## config.mk

```make
export PLATFORM = sky130hd
export DESIGN_NAME = jvm_param_queue_flat
export DESIGN_NICKNAME = d
export VERILOG_FILES = /design/src/rtl/jvm_param_queue_pkg.sv /design/src/rtl/jvm_param_queue_if.sv /design/src/rtl/jvm_param_queue_pq_fifo_mem.sv /design/src/rtl/jvm_param_queue.sv /design/src/flat_wrapper.sv
export SDC_FILE = /design/constraint.sdc
export NUM_CORES = 1
export LEC_CHECK = 0
export CORE_ASPECT_RATIO = 1.2
export CORE_MARGIN = 5
export CORE_UTILIZATION = 53
export CTS_CLUSTER_SIZE = 20
export DETAILED_ROUTE_END_ITERATION = 10
export GPL_ROUTABILITY_DRIVEN = 0
export GPL_TIMING_DRIVEN = 0
export PLACE_DENSITY = 0.76
export SLEW_MARGIN = 20
export SYNTH_ARGS = -nofsm -noshare
export SYNTH_HDL_FRONTEND = slang
export SYNTH_SLANG_ARGS = --single-unit
```

## constraint.sdc

```tcl
create_clock -name clk -period 4.45 [get_ports clk]
set_input_delay 0.89 -clock clk [delete_from_list [all_inputs] [get_ports clk]]
set_output_delay 0.89 -clock clk [all_outputs]
set_load 0.05 [all_outputs]
```

## src/rtl/jvm_param_queue_pkg.sv

```systemverilog
// Shared constants and types for the JVM parameter queue.
// Mode select codes must stay aligned with the ones state_machine drives.
package jvm_param_queue_pkg;

    typedef enum logic {
        Q_FETCH = 1'b0,
        Q_ITER  = 1'b1
    } q_sel_e;

    localparam int PQ_DEPTH  = 8;
    localparam int PQ_WORD_W = 16;
    localparam int PQ_CNT_W  = $clog2(PQ_DEPTH) + 1;

    typedef logic [PQ_WORD_W-1:0] pq_word_t;

    function automatic pq_word_t zext_byte(input logic [7:0] b);
        return {8'h00, b};
    endfunction

endpackage

```

## src/rtl/jvm_param_queue_if.sv

```systemverilog
// Bundle between state_machine/emitter (master) and the parameter queue (slave).
// Handshake: no backpressure; a push while full is dropped and flagged (overflow), a pop while
// empty is ignored and flagged (underflow); param_valid qualifies param_out, which is show-ahead.
interface jvm_param_queue_if
    import jvm_param_queue_pkg::*;
#(
    parameter int CNT_W = PQ_CNT_W
);
    q_sel_e         q_select;
    logic           is_wide;
    logic           push_wide;
    logic           byte_valid;
    logic [7:0]     byte_in;
    logic           pop;
    logic           flush;
    pq_word_t       param_out;
    logic           param_valid;
    logic [CNT_W-1:0] count;
    logic           full;
    logic           overflow;
    logic           underflow;

    modport master (
        output q_select, is_wide, push_wide, byte_valid, byte_in, pop, flush,
        input  param_out, param_valid, count, full, overflow, underflow
    );

    modport slave (
        input  q_select, is_wide, push_wide, byte_valid, byte_in, pop, flush,
        output param_out, param_valid, count, full, overflow, underflow
    );

endinterface

```

## src/rtl/jvm_param_queue_pq_fifo_mem.sv

```systemverilog
// Entry storage for the parameter queue: one write port, asynchronous read port.
module pq_fifo_mem #(
    parameter int DEPTH = 8,
    parameter int WIDTH = 16
) (
    input  logic                     clk,
    input  logic                     wr_en,
    input  logic [$clog2(DEPTH)-1:0] wr_addr,
    input  logic [WIDTH-1:0]         wr_data,
    input  logic [$clog2(DEPTH)-1:0] rd_addr,
    output logic [WIDTH-1:0]         rd_data
);
    logic [WIDTH-1:0] mem_q [DEPTH];
    logic [WIDTH-1:0] mem_d [DEPTH];

    always_comb begin
        mem_d = mem_q;
        if (wr_en) begin
            mem_d[wr_addr] = wr_data;
        end
    end

    // Contents need no reset: count gates every read that is ever observed.
    always_ff @(posedge clk) begin
        mem_q <= mem_d;
    end

    assign rd_data = mem_q[rd_addr];

endmodule

```

## src/rtl/jvm_param_queue.sv

```systemverilog
// Operand FIFO behind state_machine: pairs wide operand bytes into 16-bit entries while fetching,
// serves them in order to the ARM emitter while iterating.
module jvm_param_queue
    import jvm_param_queue_pkg::*;
#(
    parameter int DEPTH = PQ_DEPTH,
    parameter int CNT_W = $clog2(DEPTH) + 1
) (
    input logic              clk,
    input logic              reset,
    jvm_param_queue_if.slave pq
);
    localparam int PTR_W = $clog2(DEPTH);
    localparam logic [CNT_W-1:0] FULL_CNT = CNT_W'(DEPTH);

    logic [PTR_W-1:0] wr_ptr_q, wr_ptr_d;
    logic [PTR_W-1:0] rd_ptr_q, rd_ptr_d;
    logic [CNT_W-1:0] count_q, count_d;
    logic             pend_q, pend_d;
    logic [7:0]       hi_q, hi_d;
    logic             ovf_q, ovf_d;
    logic             udf_q, udf_d;
    q_sel_e           sel_q, sel_d;

    logic             mode_entry;
    logic [CNT_W-1:0] base_count;
    logic             base_pend;
    logic             push_req;
    logic             wr_en;
    pq_word_t         push_word;
    pq_word_t         rd_data;

    always_comb begin
        sel_d      = pq.q_select;
        mode_entry = (pq.q_select == Q_FETCH) && (sel_q == Q_ITER);
        wr_ptr_d   = wr_ptr_q;
        rd_ptr_d   = rd_ptr_q;
        count_d    = count_q;
        pend_d     = pend_q;
        hi_d       = hi_q;
        ovf_d      = ovf_q;
        udf_d      = udf_q;
        base_count = count_q;
        base_pend  = pend_q;
        push_req   = 1'b0;
        push_word  = '0;
        wr_en      = 1'b0;

        if (pq.flush) begin
            wr_ptr_d = '0;
            rd_ptr_d = '0;
            count_d  = '0;
            pend_d   = 1'b0;
            ovf_d    = 1'b0;
            udf_d    = 1'b0;
        end else begin
            // Re-entering FETCH abandons the previous instruction's leftovers, but the byte
            // arriving this cycle still lands in the now-empty queue.
            if (mode_entry) begin
                rd_ptr_d   = wr_ptr_q;
                base_count = '0;
                base_pend  = 1'b0;
            end
            count_d = base_count;
            pend_d  = base_pend;

            if (pq.q_select == Q_FETCH) begin
                if (pq.byte_valid) begin
                    if (!pq.is_wide) begin
                        push_req  = 1'b1;
                        push_word = zext_byte(pq.byte_in);
                    end else if (!base_pend) begin
                        hi_d   = pq.byte_in;
                        pend_d = 1'b1;
                    end else begin
                        push_req  = 1'b1;
                        push_word = {hi_q, pq.byte_in};
                        pend_d    = 1'b0;
                    end
                end else if (pq.push_wide && base_pend) begin
                    push_req  = 1'b1;
                    push_word = zext_byte(hi_q);
                    pend_d    = 1'b0;
                end

                if (push_req) begin
                    if (base_count == FULL_CNT) begin
                        ovf_d = 1'b1;
                    end else begin
                        wr_en    = 1'b1;
                        wr_ptr_d = wr_ptr_q + PTR_W'(1);
                        count_d  = base_count + CNT_W'(1);
                    end
                end
            end else if (pq.pop) begin
                if (count_q == '0) begin
                    udf_d = 1'b1;
                end else begin
                    rd_ptr_d = rd_ptr_q + PTR_W'(1);
                    count_d  = count_q - CNT_W'(1);
                end
            end
        end
    end

    always_ff @(posedge clk) begin
        if (reset) begin
            wr_ptr_q <= '0;
            rd_ptr_q <= '0;
            count_q  <= '0;
            pend_q   <= 1'b0;
            hi_q     <= '0;
            ovf_q    <= 1'b0;
            udf_q    <= 1'b0;
            sel_q    <= Q_FETCH;
        end else begin
            wr_ptr_q <= wr_ptr_d;
            rd_ptr_q <= rd_ptr_d;
            count_q  <= count_d;
            pend_q   <= pend_d;
            hi_q     <= hi_d;
            ovf_q    <= ovf_d;
            udf_q    <= udf_d;
            sel_q    <= sel_d;
        end
    end

    pq_fifo_mem #(
        .DEPTH (DEPTH),
        .WIDTH (PQ_WORD_W)
    ) u_mem (
        .clk     (clk),
        .wr_en   (wr_en),
        .wr_addr (wr_ptr_q),
        .wr_data (push_word),
        .rd_addr (rd_ptr_q),
        .rd_data (rd_data)
    );

    assign pq.param_out   = (count_q == '0) ? '0 : rd_data;
    assign pq.param_valid = (count_q != '0);
    assign pq.count       = count_q;
    assign pq.full        = (count_q == FULL_CNT);
    assign pq.overflow    = ovf_q;
    assign pq.underflow   = udf_q;

endmodule

```

## src/flat_wrapper.sv

```systemverilog
// flat-port wrapper written by rule: the top's interface ports become plain ports
module jvm_param_queue_flat import jvm_param_queue_pkg::*;
#(
    parameter int DEPTH = PQ_DEPTH,
    parameter int CNT_W = $clog2(DEPTH) + 1
)
  (clk, reset, pq_q_select, pq_is_wide, pq_push_wide, pq_byte_valid, pq_byte_in, pq_pop, pq_flush, pq_param_out, pq_param_valid, pq_count, pq_full, pq_overflow, pq_underflow);
  jvm_param_queue_if #(.CNT_W(CNT_W)) pq_i ();
  input logic clk;
  input logic reset;
  input wire logic [$bits(pq_i.q_select)-1:0] pq_q_select;
  input wire logic [$bits(pq_i.is_wide)-1:0] pq_is_wide;
  input wire logic [$bits(pq_i.push_wide)-1:0] pq_push_wide;
  input wire logic [$bits(pq_i.byte_valid)-1:0] pq_byte_valid;
  input wire logic [$bits(pq_i.byte_in)-1:0] pq_byte_in;
  input wire logic [$bits(pq_i.pop)-1:0] pq_pop;
  input wire logic [$bits(pq_i.flush)-1:0] pq_flush;
  output wire logic [$bits(pq_i.param_out)-1:0] pq_param_out;
  output wire logic [$bits(pq_i.param_valid)-1:0] pq_param_valid;
  output wire logic [$bits(pq_i.count)-1:0] pq_count;
  output wire logic [$bits(pq_i.full)-1:0] pq_full;
  output wire logic [$bits(pq_i.overflow)-1:0] pq_overflow;
  output wire logic [$bits(pq_i.underflow)-1:0] pq_underflow;
  assign pq_i.q_select = pq_q_select;
  assign pq_i.is_wide = pq_is_wide;
  assign pq_i.push_wide = pq_push_wide;
  assign pq_i.byte_valid = pq_byte_valid;
  assign pq_i.byte_in = pq_byte_in;
  assign pq_i.pop = pq_pop;
  assign pq_i.flush = pq_flush;
  assign pq_param_out = pq_i.param_out;
  assign pq_param_valid = pq_i.param_valid;
  assign pq_count = pq_i.count;
  assign pq_full = pq_i.full;
  assign pq_overflow = pq_i.overflow;
  assign pq_underflow = pq_i.underflow;
  jvm_param_queue #(.DEPTH(DEPTH), .CNT_W(CNT_W)) u_core (.clk(clk), .reset(reset), .pq(pq_i));
endmodule
```

---- Word-level counts from Yosys, hierarchy flattened ----
Index checks and enable logic that the tools add are counted.
storage, ports and cells
  input port bits ......................... 16
  logic and storage cells ................. 82
  output and inout bits ................... 24
  register bits after elaboration ......... 150
operators by class
  multiplexer cells ....................... 41
  bitwise logic cells ..................... 6
  equal/unequal tests ..................... 2
  add/sub/neg operators ................... 4
  reductions and logical operators ........ 10
  magnitude comparators ................... 3
operators with widths
  kind                                                                          count
  16-bit 2-to-1 mux                                                             9
  128-bit bitwise mux                                                           1
  16-bit binary-select mux with 3-bit select                                    1
  16-bit demux with 3-bit select                                                1
  4-bit 2-to-1 mux                                                              7
  1-bit 2-to-1 mux                                                              17
  3-bit 2-to-1 mux                                                              4
  3-bit AND reduction                                                           3
  4-bit equality test, second input constant                                    2
  4-bit >= comparator, second input constant                                    2
  8-bit 2-to-1 mux                                                              1
  3-bit inverter with 4-bit output                                              2
  3-bit by 1-bit adder with 3-bit output, second input constant                 2
  5-bit AND reduction                                                           1
  4-bit by 1-bit adder with 4-bit output, second input constant                 1
  4-bit logical NOT                                                             1
  4-bit by 1-bit less-than comparator with 1-bit output, second input constant  1
  1-bit inverter                                                                4
  4-bit nonzero test                                                            1
  4-bit by 1-bit subtractor with 4-bit output, second input constant            1
  1-bit logical AND                                                             3
  2-bit OR reduction                                                            1

---- Depth between registers and ports, before layout ----
Gate-level depths: netlist of run 1.
  depth after elaboration ................. 12
  mapped depth ............................ 8

---- By module ----
A second synthesis of run 1 with hierarchy kept.
unflattened totals
  cells, all modules ...................... 388
  area total of the unflattened synthesis .. 6481.2 um^2
by module, submodules not included
  module           cells an instance  times used  area an instance (um^2)  sequential area each (um^2)
  pq_fifo_mem      198                1           4973.5                   3843.7
  jvm_param_queue  190                1           1507.7                   440.4

---- Worst setup path after synthesis of run 1 ----
OpenSTA, ideal clock, no wires.
  kind .................................... input to register
  from .................................... in pq_q_select
  to ...................................... reg u_core.u_mem.mem_q[32] (netlist bit) (enable)
  stages on the path ...................... 8
  setup time .............................. 0.436 ns
  buffers on the path ..................... 1
  data arrival time ....................... 3.915 ns
  path slack .............................. 0.098 ns
  data required time ...................... 4.014 ns
  cell sequence ........................... buf_2 -> nand2b_1 -> nand2_1 -> ha_1 -> nor2b_1 -> o221ai_2 -> or2_2 -> nor4b_1
between the ends
  longest elaborated chain between the ends .. 12
  elaborated cells on any way between the ends .. 18
  those cells by class .................... 1 x eq/ne; 14 x mux; 1 x bitwise; 2 x reduce/logical
RTL lines
  what                                                   RTL line                                      text
  start: declaration                                     flat_wrapper.sv:11                            input wire logic [$bits(pq_i.q_select)-1:0] pq_q_select;
  1-bit inverter (no source line)                        -
  1-bit logical AND                                      jvm_param_queue.sv:35                         mode_entry = (pq.q_select == Q_FETCH) && (sel_q == Q_ITER);
  1-bit 2-to-1 mux                                       jvm_param_queue.sv:59                         if (mode_entry) begin
  1-bit 2-to-1 mux                                       jvm_param_queue.sv:49                         if (pq.flush) begin
  1-bit 2-to-1 mux or 1-bit logical AND (tied branches)  jvm_param_queue.sv:72, jvm_param_queue.sv:80
  1-bit 2-to-1 mux, on equally long branches             jvm_param_queue.sv:69, jvm_param_queue.sv:80
  1-bit 2-to-1 mux                                       jvm_param_queue.sv:68                         if (pq.byte_valid) begin
  1-bit 2-to-1 mux                                       jvm_param_queue.sv:67                         if (pq.q_select == Q_FETCH) begin
  1-bit 2-to-1 mux                                       jvm_param_queue.sv:49
  1-bit 2-to-1 mux                                       jvm_param_queue.sv:86                         if (push_req) begin
  1-bit 2-to-1 mux *                                     jvm_param_queue.sv:67
  1-bit 2-to-1 mux *                                     jvm_param_queue.sv:49
  end signal: assignment                                 jvm_param_queue_pq_fifo_mem.sv:25             mem_q <= mem_d;
  end: declaration                                       jvm_param_queue_pq_fifo_mem.sv:13             logic [WIDTH-1:0] mem_q [DEPTH];
Mark *: on every way between the ends. The rest lies on a longest branch, timed or not. The select of a mux whose other input is x is not followed.
A chain may end at the register's enable or synchronous reset.

---- Final worst setup path of run 1 ----
  from .................................... reg u_core.count_q[0], in the netlist u_core.pq.count[0]
  to ...................................... out pq_param_out[1]
between the ends
  longest elaborated chain between the ends .. 2
RTL lines
  what                      RTL line                text
  start: declaration        jvm_param_queue.sv:18   logic [CNT_W-1:0] count_q, count_d;
  start signal: assignment  jvm_param_queue.sv:119  count_q <= count_d;
  4-bit logical NOT         jvm_param_queue.sv:140  assign pq.param_out = (count_q == '0) ? '0 : rd_data;
  16-bit 2-to-1 mux         jvm_param_queue.sv:140
  end: declaration          flat_wrapper.sv:18      output wire logic [$bits(pq_i.param_out)-1:0] pq_param_out;
No other way between the ends.

==> impl_metrics.env, run 1 <==
export IMPL_status="complete, no violations"
export IMPL_place_hpwl_um=9240
export IMPL_gr_total_overflow=0
export IMPL_p_total_mw=3.11
export IMPL_r2r_end="u_core.u_mem.mem_q[113]$_DFFE_PP_"
export IMPL_final_cell_area_sq_um=7640
export IMPL_n_antenna_cell=0
export IMPL_hold_buffers=0
export IMPL_ys_flop_type="edfxtp_1"
export IMPL_synth_top_cells_by_area="edfxtp_1 (61%), mux4_2 (11%), dfxtp_1 (7.0%)"
export IMPL_finalSetupTns_ps=0
export IMPL_syn_nets=403
export IMPL_ios=40
export IMPL_grt_max_degree=17
export IMPL_required_ps=3560
export IMPL_ctsRootBufferMaster="clkbuf_16"
export IMPL_layout_commonest_cell="edfxtp_1"
export IMPL_utilization=0.658
export IMPL_vias=3789
export IMPL_p_per_area_nw_per_um2=407
export IMPL_power_leakage_nw=2.30
export IMPL_synth_ff_latch_count=150
export IMPL_placed_area_sq_um=7040
export IMPL_hold_violations=0
export IMPL_tightest_slew_ps=859
export IMPL_drt_iter0_drc=379
export IMPL_die_area_sq_um=14200
export IMPL_cts_sinks=150
export IMPL_clockBufferDepth=2
export IMPL_drive_above_1_share=0.243
export IMPL_yosysTopAreaCellShare=0.610
export IMPL_syn_area_per_cell_sq_um=16.4
export IMPL_layout_nets=480
export IMPL_critPathKind="flip-flop to output pin"
export IMPL_dp_cells=598
export IMPL_grt_pass1_vias=3944
export IMPL_dr_pass1_iters=5
export IMPL_hold_ws_ps=488
export IMPL_finalWirelength_um=13900
export IMPL_min_delay_start="u_core.pq.underflow$_SDFFE_PP0P_"
export IMPL_rsz0062_at_grt="no"
export IMPL_drc=0
export IMPL_fin_cells=630
export IMPL_reg2reg_slack_ps=1380
export IMPL_syn_to_final_growth_pct=21.4
export IMPL_ir_worst_vdd_uv=256
export IMPL_fin_crit_sh=0.909
export IMPL_fmax_mhz=247
export IMPL_cts_resized=0
export IMPL_setup_ws_ps=404
export IMPL_post_cts_buffers=0
export IMPL_rows=43
export IMPL_synthesis_area_sq_um=6300
export IMPL_post_drt_wl_per_cell_um=22.1
export IMPL_synth_edf_count=128
export IMPL_min_path_cells=2
export IMPL_antenna_left=0
export IMPL_synth_cells=383
export IMPL_synth_yosys_seq_area_share=0.680
export IMPL_drv_cap=0
export IMPL_dp_slack_ps=682
export IMPL_r2r_cells=10
export IMPL_synth_largest_area_cell="edfxtp_1"
export IMPL_slew_violations=0
export IMPL_crit_reg2reg_launch="u_core.sel_q$_SDFF_PP0_"
export IMPL_crit_path_start_kind="flip-flop"
export IMPL_grt_use_total=0.214
export IMPL_skew_ps=9.35
export IMPL_finalSetupViolCount=0
export IMPL_holdPathEnd="u_core.pq.underflow$_SDFFE_PP0P_"
export IMPL_crit_path_max_fanout=10
export IMPL_async_reset_ff_frac=0
export IMPL_hold_path_class="flip-flop to flip-flop"
export IMPL_yosysWarnings=0
export IMPL_fp_dieH_um=129
export IMPL_io_buffers=38
export IMPL_start_util=0.542
export IMPL_clk_pin_slew_ps=60
export IMPL_htreeDepth=4
export IMPL_worstPathArrival_ps=3160
export IMPL_via_per_inst=6.01
export IMPL_fp_dieW_um=110
export IMPL_antenna_found_initial=0
export IMPL_grt_pass1_wl_um=21700
export IMPL_core_sq_um=11600
export IMPL_final_cell_mix="edfxtp_1 (128), nor2_1 (46), clkdlybuf4s50_1 (38)"
export IMPL_clk_latency_ps=420
export IMPL_cts_buffers_inserted=17
export IMPL_min_period_ps=4050
export IMPL_tritoncts="built"
export IMPL_synth_cell_types=47
export IMPL_cp_end_kind="output pin"
export IMPL_slew_limit_headroom=0.428
-- area by class of cell --
cell class | count | area [sq um]
sequential | 150 | 4280
fill | 802 | 3980
multi-input combinational | 204 | 1940
timing repair buffer | 58 | 499
clock buffer | 17 | 425
tap | 157 | 196
clock inverter | 15 | 176
buffer | 22 | 98.8
inverter | 7 | 26.3
-- flip-flops by register name, indices dropped and copies added (netlist names) --
| signal | cells |
|---|---|
| u_core.pq.underflow | 1 |
| u_core.wr_ptr_q | 3 |
| u_core.pend_q | 1 |
| u_core.hi_q | 8 |
| u_core.sel_q | 1 |
| u_core.pq.overflow | 1 |
| u_core.rd_ptr_q | 3 |
| u_core.pq.count | 4 |
| u_core.u_mem.mem_q | 128 |
-- cells by family after synthesis --
| group | share of synthesized area |
|---|---|
| multiplexers | 0.161 |
| XOR/XNOR | 0.00417 |
| AO/OA/AOI/OAI | 0.0427 |
| adder cells (fa/ha/maj) | 0.00795 |
| buffers and inverters | 0.0199 |
| flip-flops | 0.680 |
| AND/OR/NAND/NOR | 0.0842 |
-- routing by layer --
metal,track usage,share of wire
met5,0,0
met4,0.0646,0.017
met1,0.268,0.39
met2,0.366,0.52
met3,0.0563,0.073
-- cell usage after synthesis, types with 2 or more instances --
master,n
mux2_2,2
nor2b_1,2
edfxtp_1,128
nor2_1,48
inv_1,6
dfxtp_1,22
a21oi_1,5
and2_1,8
a32oi_1,8
or2_2,4
nand3b_1,3
buf_2,7
ha_1,4
nand3_1,4
clkbuf_1,12
buf_1,2
mux2i_1,27
o221ai_2,2
xnor2_1,2
mux4_2,32
nand2_1,13
a21oi_2,2
a31oi_1,3
nand2b_1,4
nor4b_1,5
nor4_1,3
o21ai_0,5
-- worst max-delay path by stage --
stage          depth (start not counted)                          start  slack (ps)                          endpoint
4_1_cts                                6  u_core.pq.count[0]$_SDFF_PP0_         140                   pq_param_out[1]
6_report                               6  u_core.pq.count[0]$_SDFF_PP0_         400                   pq_param_out[1]
3_5_place_dp                           6  u_core.pq.count[0]$_SDFF_PP0_         680                   pq_param_out[3]
3_3_place_gp                           8                    pq_q_select       -1670  u_core.u_mem.mem_q[34]$_DFFE_PP_
2_1_floorplan                          8                    pq_q_select         100  u_core.u_mem.mem_q[32]$_DFFE_PP_
5_1_grt                                6  u_core.pq.count[0]$_SDFF_PP0_         160                   pq_param_out[1]
-- critical path, cell delays in order, from the launching register on --
cell and delay [ps]:
dfxtp_1 360, inv_1 160, ha_1 250, nor3b_4 560
clkbuf_1 510, nor2_1 130, clkdlybuf4s50_1 750
-- power breakdown --
| part | total [mW] | internal (mW) | leakage, nW | switching (mW) |
|---|---|---|---|---|
| Sequential | 1.52 | 1.52 | 1.24 | 0.00472 |
| Combinational | 0.153 | 0.0566 | 0.785 | 0.0967 |
| Clock | 1.44 | 0.882 | 0.280 | 0.560 |
| Total | 3.11 | 2.45 | 2.30 | 0.661 |
Power figures use the tool's default switching activity.
==> run 2: changes to the inputs <==
Settings changed: CORE_ASPECT_RATIO 1.2 to 1.5.
==> run 2 against run 1 <==
Effect of this change:
- cell count shrank 2.1%
- non-clock buffer count shrank 6
- global-route usage shrank 0.87 points
- setup slack lost 110 ps
- worst hold slack lost 18 ps
- critical path type unchanged
- largest power group unchanged
==> impl_metrics.env, run 2 (synthesis results as in run 1) <==
export IMPL_rows=48
export IMPL_antenna_found_initial=0
export IMPL_vias=3651
export IMPL_finalSetupViolCount=0
export IMPL_worstPathArrival_ps=3270
export IMPL_topRoutingLayerUsed="met4"
export IMPL_setup_ws_ps=294
export IMPL_largest_reg_flops=128
export IMPL_final_cell_mix="edfxtp_1 (128), nor2_1 (46), clkdlybuf4s50_1 (38)"
export IMPL_layout_commonest_cell="edfxtp_1"
export IMPL_dr_pass1_iters=5
export IMPL_dp_cells=585
export IMPL_clk_latency_ps=410
export IMPL_fp_dieH_um=144
export IMPL_p_total_mw=2.97
export IMPL_slew_limit_headroom=0.409
export IMPL_start_util=0.543
export IMPL_p_per_area_nw_per_um2=394
export IMPL_wl_met1_um=5180
export IMPL_io_buffers=38
export IMPL_cp_end_kind="output pin"
export IMPL_finalSetupTns_ps=0
export IMPL_clockBufferDepth=2
export IMPL_dr_wl_met3_um=604
export IMPL_grt_pass1_vias=3810
export IMPL_fillers=787
export IMPL_slew_violations=0
export IMPL_grt_pass1_wl_um=21500
export IMPL_largest_register="u_core.u_mem.mem_q"
export IMPL_gr_total_overflow=0
export IMPL_fp_dieW_um=99.0
export IMPL_syn_to_final_growth_pct=19.8
export IMPL_drt_iter0_drc=289
export IMPL_cts_buffers_inserted=17
export IMPL_ctsRootBufferMaster="clkbuf_16"
export IMPL_core_sq_um=11600
export IMPL_clk_pin_slew_ps=60
export IMPL_drive_above_1_share=0.231
export IMPL_post_drt_wl_per_cell_um=22.0
export IMPL_critPathKind="flip-flop to output pin"
export IMPL_layout_nets=474
export IMPL_fin_crit_sh=0.934
export IMPL_min_period_ps=4160
export IMPL_tritoncts="built"
export IMPL_cts_sinks=150
export IMPL_utilization=0.651
export IMPL_skew_ps=7.45
export IMPL_dp_slack_ps=362
export IMPL_crit_path_max_fanout=10
export IMPL_via_per_inst=5.92
export IMPL_met2_length_um=7530
export IMPL_hold_violations=0
export IMPL_cts_resized=0
export IMPL_status="complete, no violations"
export IMPL_power_leakage_nw=2.23
export IMPL_grt_use_total=0.205
export IMPL_reg2reg_slack_ps=990
export IMPL_fmax_mhz=241
export IMPL_hold_path_class="flip-flop to flip-flop"
export IMPL_ios=40
export IMPL_post_cts_buffers=0
export IMPL_n_antenna_cell=0
export IMPL_drc=0
export IMPL_hold_buffers=0
export IMPL_grt_max_degree=17
export IMPL_required_ps=3560
export IMPL_finalWirelength_um=13600
export IMPL_crit_path_start_kind="flip-flop"
export IMPL_ir_worst_vdd_uv=293
export IMPL_place_hpwl_um=9200
export IMPL_die_area_sq_um=14200
export IMPL_fin_cells=617
export IMPL_drv_cap=0
export IMPL_tightest_slew_ps=880
export IMPL_htreeDepth=4
export IMPL_antenna_left=0
export IMPL_rsz0062_at_grt="no"
run 2: metal layers:
layer  global-route usage  vias up
li1                     -     1651
met1                0.239     1862
met2                0.376      117
met3               0.0403       21
met4               0.0719        0
met5                    0        -
run 2: worst max-delay path, cell delays in order (launching register included):
cell and delay (ps):
dfxtp_1 360, inv_1 160, ha_1 280, nor3b_2 710, clkbuf_1 500, nor2_1 120, clkdlybuf4s50_1 720
run 2: layout make-up:
| class | count | area (sq um) | area share |
|---|---|---|---|
| flip-flops and latches | 150 | 4280 | 0.568 |
| multi-input cells | 204 | 1930 | 0.256 |
| clock buffers | 22 | 474 | 0.0628 |
| repair buffers | 52 | 467 | 0.0618 |
| well taps | 150 | 188 | 0.0249 |
| plain buffers | 22 | 98.8 | 0.0131 |
| clock inverters | 10 | 76.3 | 0.0101 |
| inverters | 7 | 26.3 | 0.00348 |
run 2: per-stage QoR:
step,instance area (sq um),hold WS [ps]
final,7550,470
after global routing,7550,522
after CTS,7550,477
after detailed placement,7000,466
after global placement,6870,464
after floorplan,6300,450
run 2: path summary, 6_finish.rpt:
path	startpoint	end	cells past startpoint
hold / removal	u_core.pq.underflow$_SDFFE_PP0P_	u_core.pq.underflow$_SDFFE_PP0P_	2
setup reg to reg	u_core.sel_q$_SDFF_PP0_	u_core.u_mem.mem_q[18]$_DFFE_PP_	10
hold reg to reg	u_core.pq.underflow$_SDFFE_PP0P_	u_core.pq.underflow$_SDFFE_PP0P_	2
setup / recovery	u_core.pq.count[0]$_SDFF_PP0_	pq_param_out[7]	6
run 2: power breakdown:
part           internal, mW  total [mW]  switching (mW)
logic                0.0559       0.151          0.0954
clock network         0.758        1.30           0.543
registers              1.52        1.52         0.00425
==> run 3: changes to the inputs <==
Settings changed: RECOVER_POWER set to 25, REMOVE_ABC_BUFFERS set to 1.
==> run 3 against run 2 <==
Effect of this change:
- setup slack improved by 210 ps
- total power increased by 5.2%
- clock power increased by 12%
- critical endpoint is now u_core.u_mem.mem_q[93]$_DFFE_PP_
- largest cell class unchanged
==> impl_metrics.env, run 3 (synthesis results as in run 1) <==
export IMPL_cts_resized=0
export IMPL_hold_buffers=0
export IMPL_slew_violations=0
export IMPL_placed_area_sq_um=7000
export IMPL_largest_reg_flops=128
export IMPL_core_sq_um=11600
export IMPL_fp_dieH_um=144
export IMPL_final_cell_mix="edfxtp_1 (128), nor2_1 (46), clkdlybuf4s50_1 (33)"
export IMPL_cp_end_kind="flip-flop"
export IMPL_skew_ps=9.49
export IMPL_grt_pass1_vias=3740
export IMPL_p_per_area_nw_per_um2=411
export IMPL_rsz0062_at_grt="no"
export IMPL_die_area_sq_um=14200
export IMPL_gr_total_overflow=0
export IMPL_io_buffers=39
export IMPL_final_cell_area_sq_um=7600
export IMPL_cp_num_buf_inv=4
export IMPL_post_drt_wl_per_cell_um=21.3
export IMPL_tightest_slew_ps=1060
export IMPL_crit_path_start_kind="input port"
export IMPL_fillers=768
export IMPL_path_cells="clkbuf_1, nand2b_1, nand2_1, ha_1, nor2b_1, o221ai_2, nand2b_1, nor4b_2, buf_2, buf_2, buf_4"
export IMPL_p_total_mw=3.12
export IMPL_tritoncts="built"
export IMPL_required_ps=4580
export IMPL_layout_commonest_cell="edfxtp_1"
export IMPL_ir_worst_vdd_uv=351
export IMPL_finalWirelength_um=12900
export IMPL_fin_crit_sh=0.887
export IMPL_ios=40
export IMPL_r2r_end="u_core.u_mem.mem_q[93]$_DFFE_PP_"
export IMPL_min_path_cells=2
export IMPL_antenna_found_initial=0
export IMPL_via_per_inst=5.98
export IMPL_clk_pin_slew_ps=60
export IMPL_drive_above_1_share=0.236
export IMPL_fp_dieW_um=99.0
export IMPL_drt_iter0_drc=345
export IMPL_vias=3613
export IMPL_ctsRootBufferMaster="clkbuf_16"
export IMPL_reg2reg_slack_ps=1250
export IMPL_min_delay_start="u_core.pq.underflow$_SDFFE_PP0P_"
export IMPL_layout_nets=461
export IMPL_grt_max_degree=36
export IMPL_grt_pass1_wl_um=20600
export IMPL_dr_pass1_iters=5
export IMPL_cpLargestDelayFamily="simple AND/OR/NAND/NOR gates"
export IMPL_fin_cells=604
export IMPL_clockBufferDepth=2
export IMPL_n_antenna_cell=0
export IMPL_holdPathEnd="u_core.pq.underflow$_SDFFE_PP0P_"
export IMPL_drv_cap=0
export IMPL_crit_reg2reg_launch="u_core.sel_q$_SDFF_PP0_"
export IMPL_critPathMaxStageDelay_ps=620
export IMPL_antenna_left=0
export IMPL_hold_path_class="flip-flop to flip-flop"
export IMPL_rows=48
export IMPL_slew_limit_headroom=0.293
export IMPL_finalSetupViolCount=0
export IMPL_crit_path_max_fanout=19
export IMPL_syn_to_final_growth_pct=20.7
export IMPL_largest_register="u_core.u_mem.mem_q"
export IMPL_clk_latency_ps=420
export IMPL_utilization=0.656
export IMPL_drc=0
export IMPL_hold_violations=0
export IMPL_r2r_cells=10
export IMPL_worstPathArrival_ps=4070
export IMPL_place_hpwl_um=8560
export IMPL_critPathKind="input port to flip-flop"
export IMPL_post_cts_buffers=0
export IMPL_min_period_ps=3950
export IMPL_slowest_stage="clkbuf_1"
export IMPL_cts_sinks=150
export IMPL_power_leakage_nw=2.27
export IMPL_status="complete, no violations"
export IMPL_htreeDepth=4
export IMPL_grt_use_total=0.197
export IMPL_cts_buffers_inserted=17
export IMPL_start_util=0.543
export IMPL_dp_cells=572
export IMPL_fmax_mhz=253
## run 3: changes by cell type in the layout (fill, tap and decap cells not counted), moves of 5 or more
cell	previous run	this run
and2_0	0	7
and2_1	8	1
buf_2	19	10
buf_4	0	8
clkbuf_1	14	1
clkdlybuf4s50_1	38	33
dlygate4sd3_1	0	5
## run 3: tightest hold or removal path, delay by kind of cell (launching register included)
family / cells / cell delay, ps
DFF: 1 / 320
AOI/OAI and AO/OA: 1 / 40
and+or+nand+nor: 1 / 70
## run 3: per-stage QoR
step / setup slack (ps) / setup TNS, ps / hold slack (ps)
CTS: 210 / 0 / 480
global placement: -2500 / -229220 / 456
finish: 504 / 0 / 466
floorplan: 297 / 0 / 450
detailed placement: -211 / -1060 / 468
global route: 280 / 0 / 519
## run 3: final cells by class
type                            count  area (sq um)  area share
Tap cell                          150           188      0.0247
Clock buffer                       17           425      0.0560
Multi-Input combinational cell    204          1930       0.254
Clock inverter                     15           186      0.0245
Inverter                            7          26.3     0.00346
Timing Repair Buffer               61           552      0.0726
Sequential cell                   150          4290       0.564
## run 3: worst max path at each step
stage,from,endpoint,cells after the start
global route,pq_q_select,u_core.u_mem.mem_q[85]$_DFFE_PP_,11
detailed placement,pq_q_select,u_core.u_mem.mem_q[85]$_DFFE_PP_,11
floorplan,pq_q_select,u_core.u_mem.mem_q[32]$_DFFE_PP_,7
finish,pq_q_select,u_core.u_mem.mem_q[93]$_DFFE_PP_,11
global placement,pq_q_select,u_core.u_mem.mem_q[37]$_DFFE_PP_,8
CTS,pq_q_select,u_core.u_mem.mem_q[93]$_DFFE_PP_,11
## run 3: metal layers
layer,vias up,part of all wire,global-route usage
li1,1619,-,-
met1,1818,0.39,0.238
met2,150,0.52,0.332
met3,26,0.056,0.0534
met4,0,0.028,0.0863
met5,-,0,0
## run 3: power by group
| part | switching [mW] | internal, mW |
|---|---|---|
| clock network | 0.529 | 0.928 |
| logic | 0.0887 | 0.0559 |
| registers | 0.00873 | 1.52 |
| total | 0.626 | 2.50 |
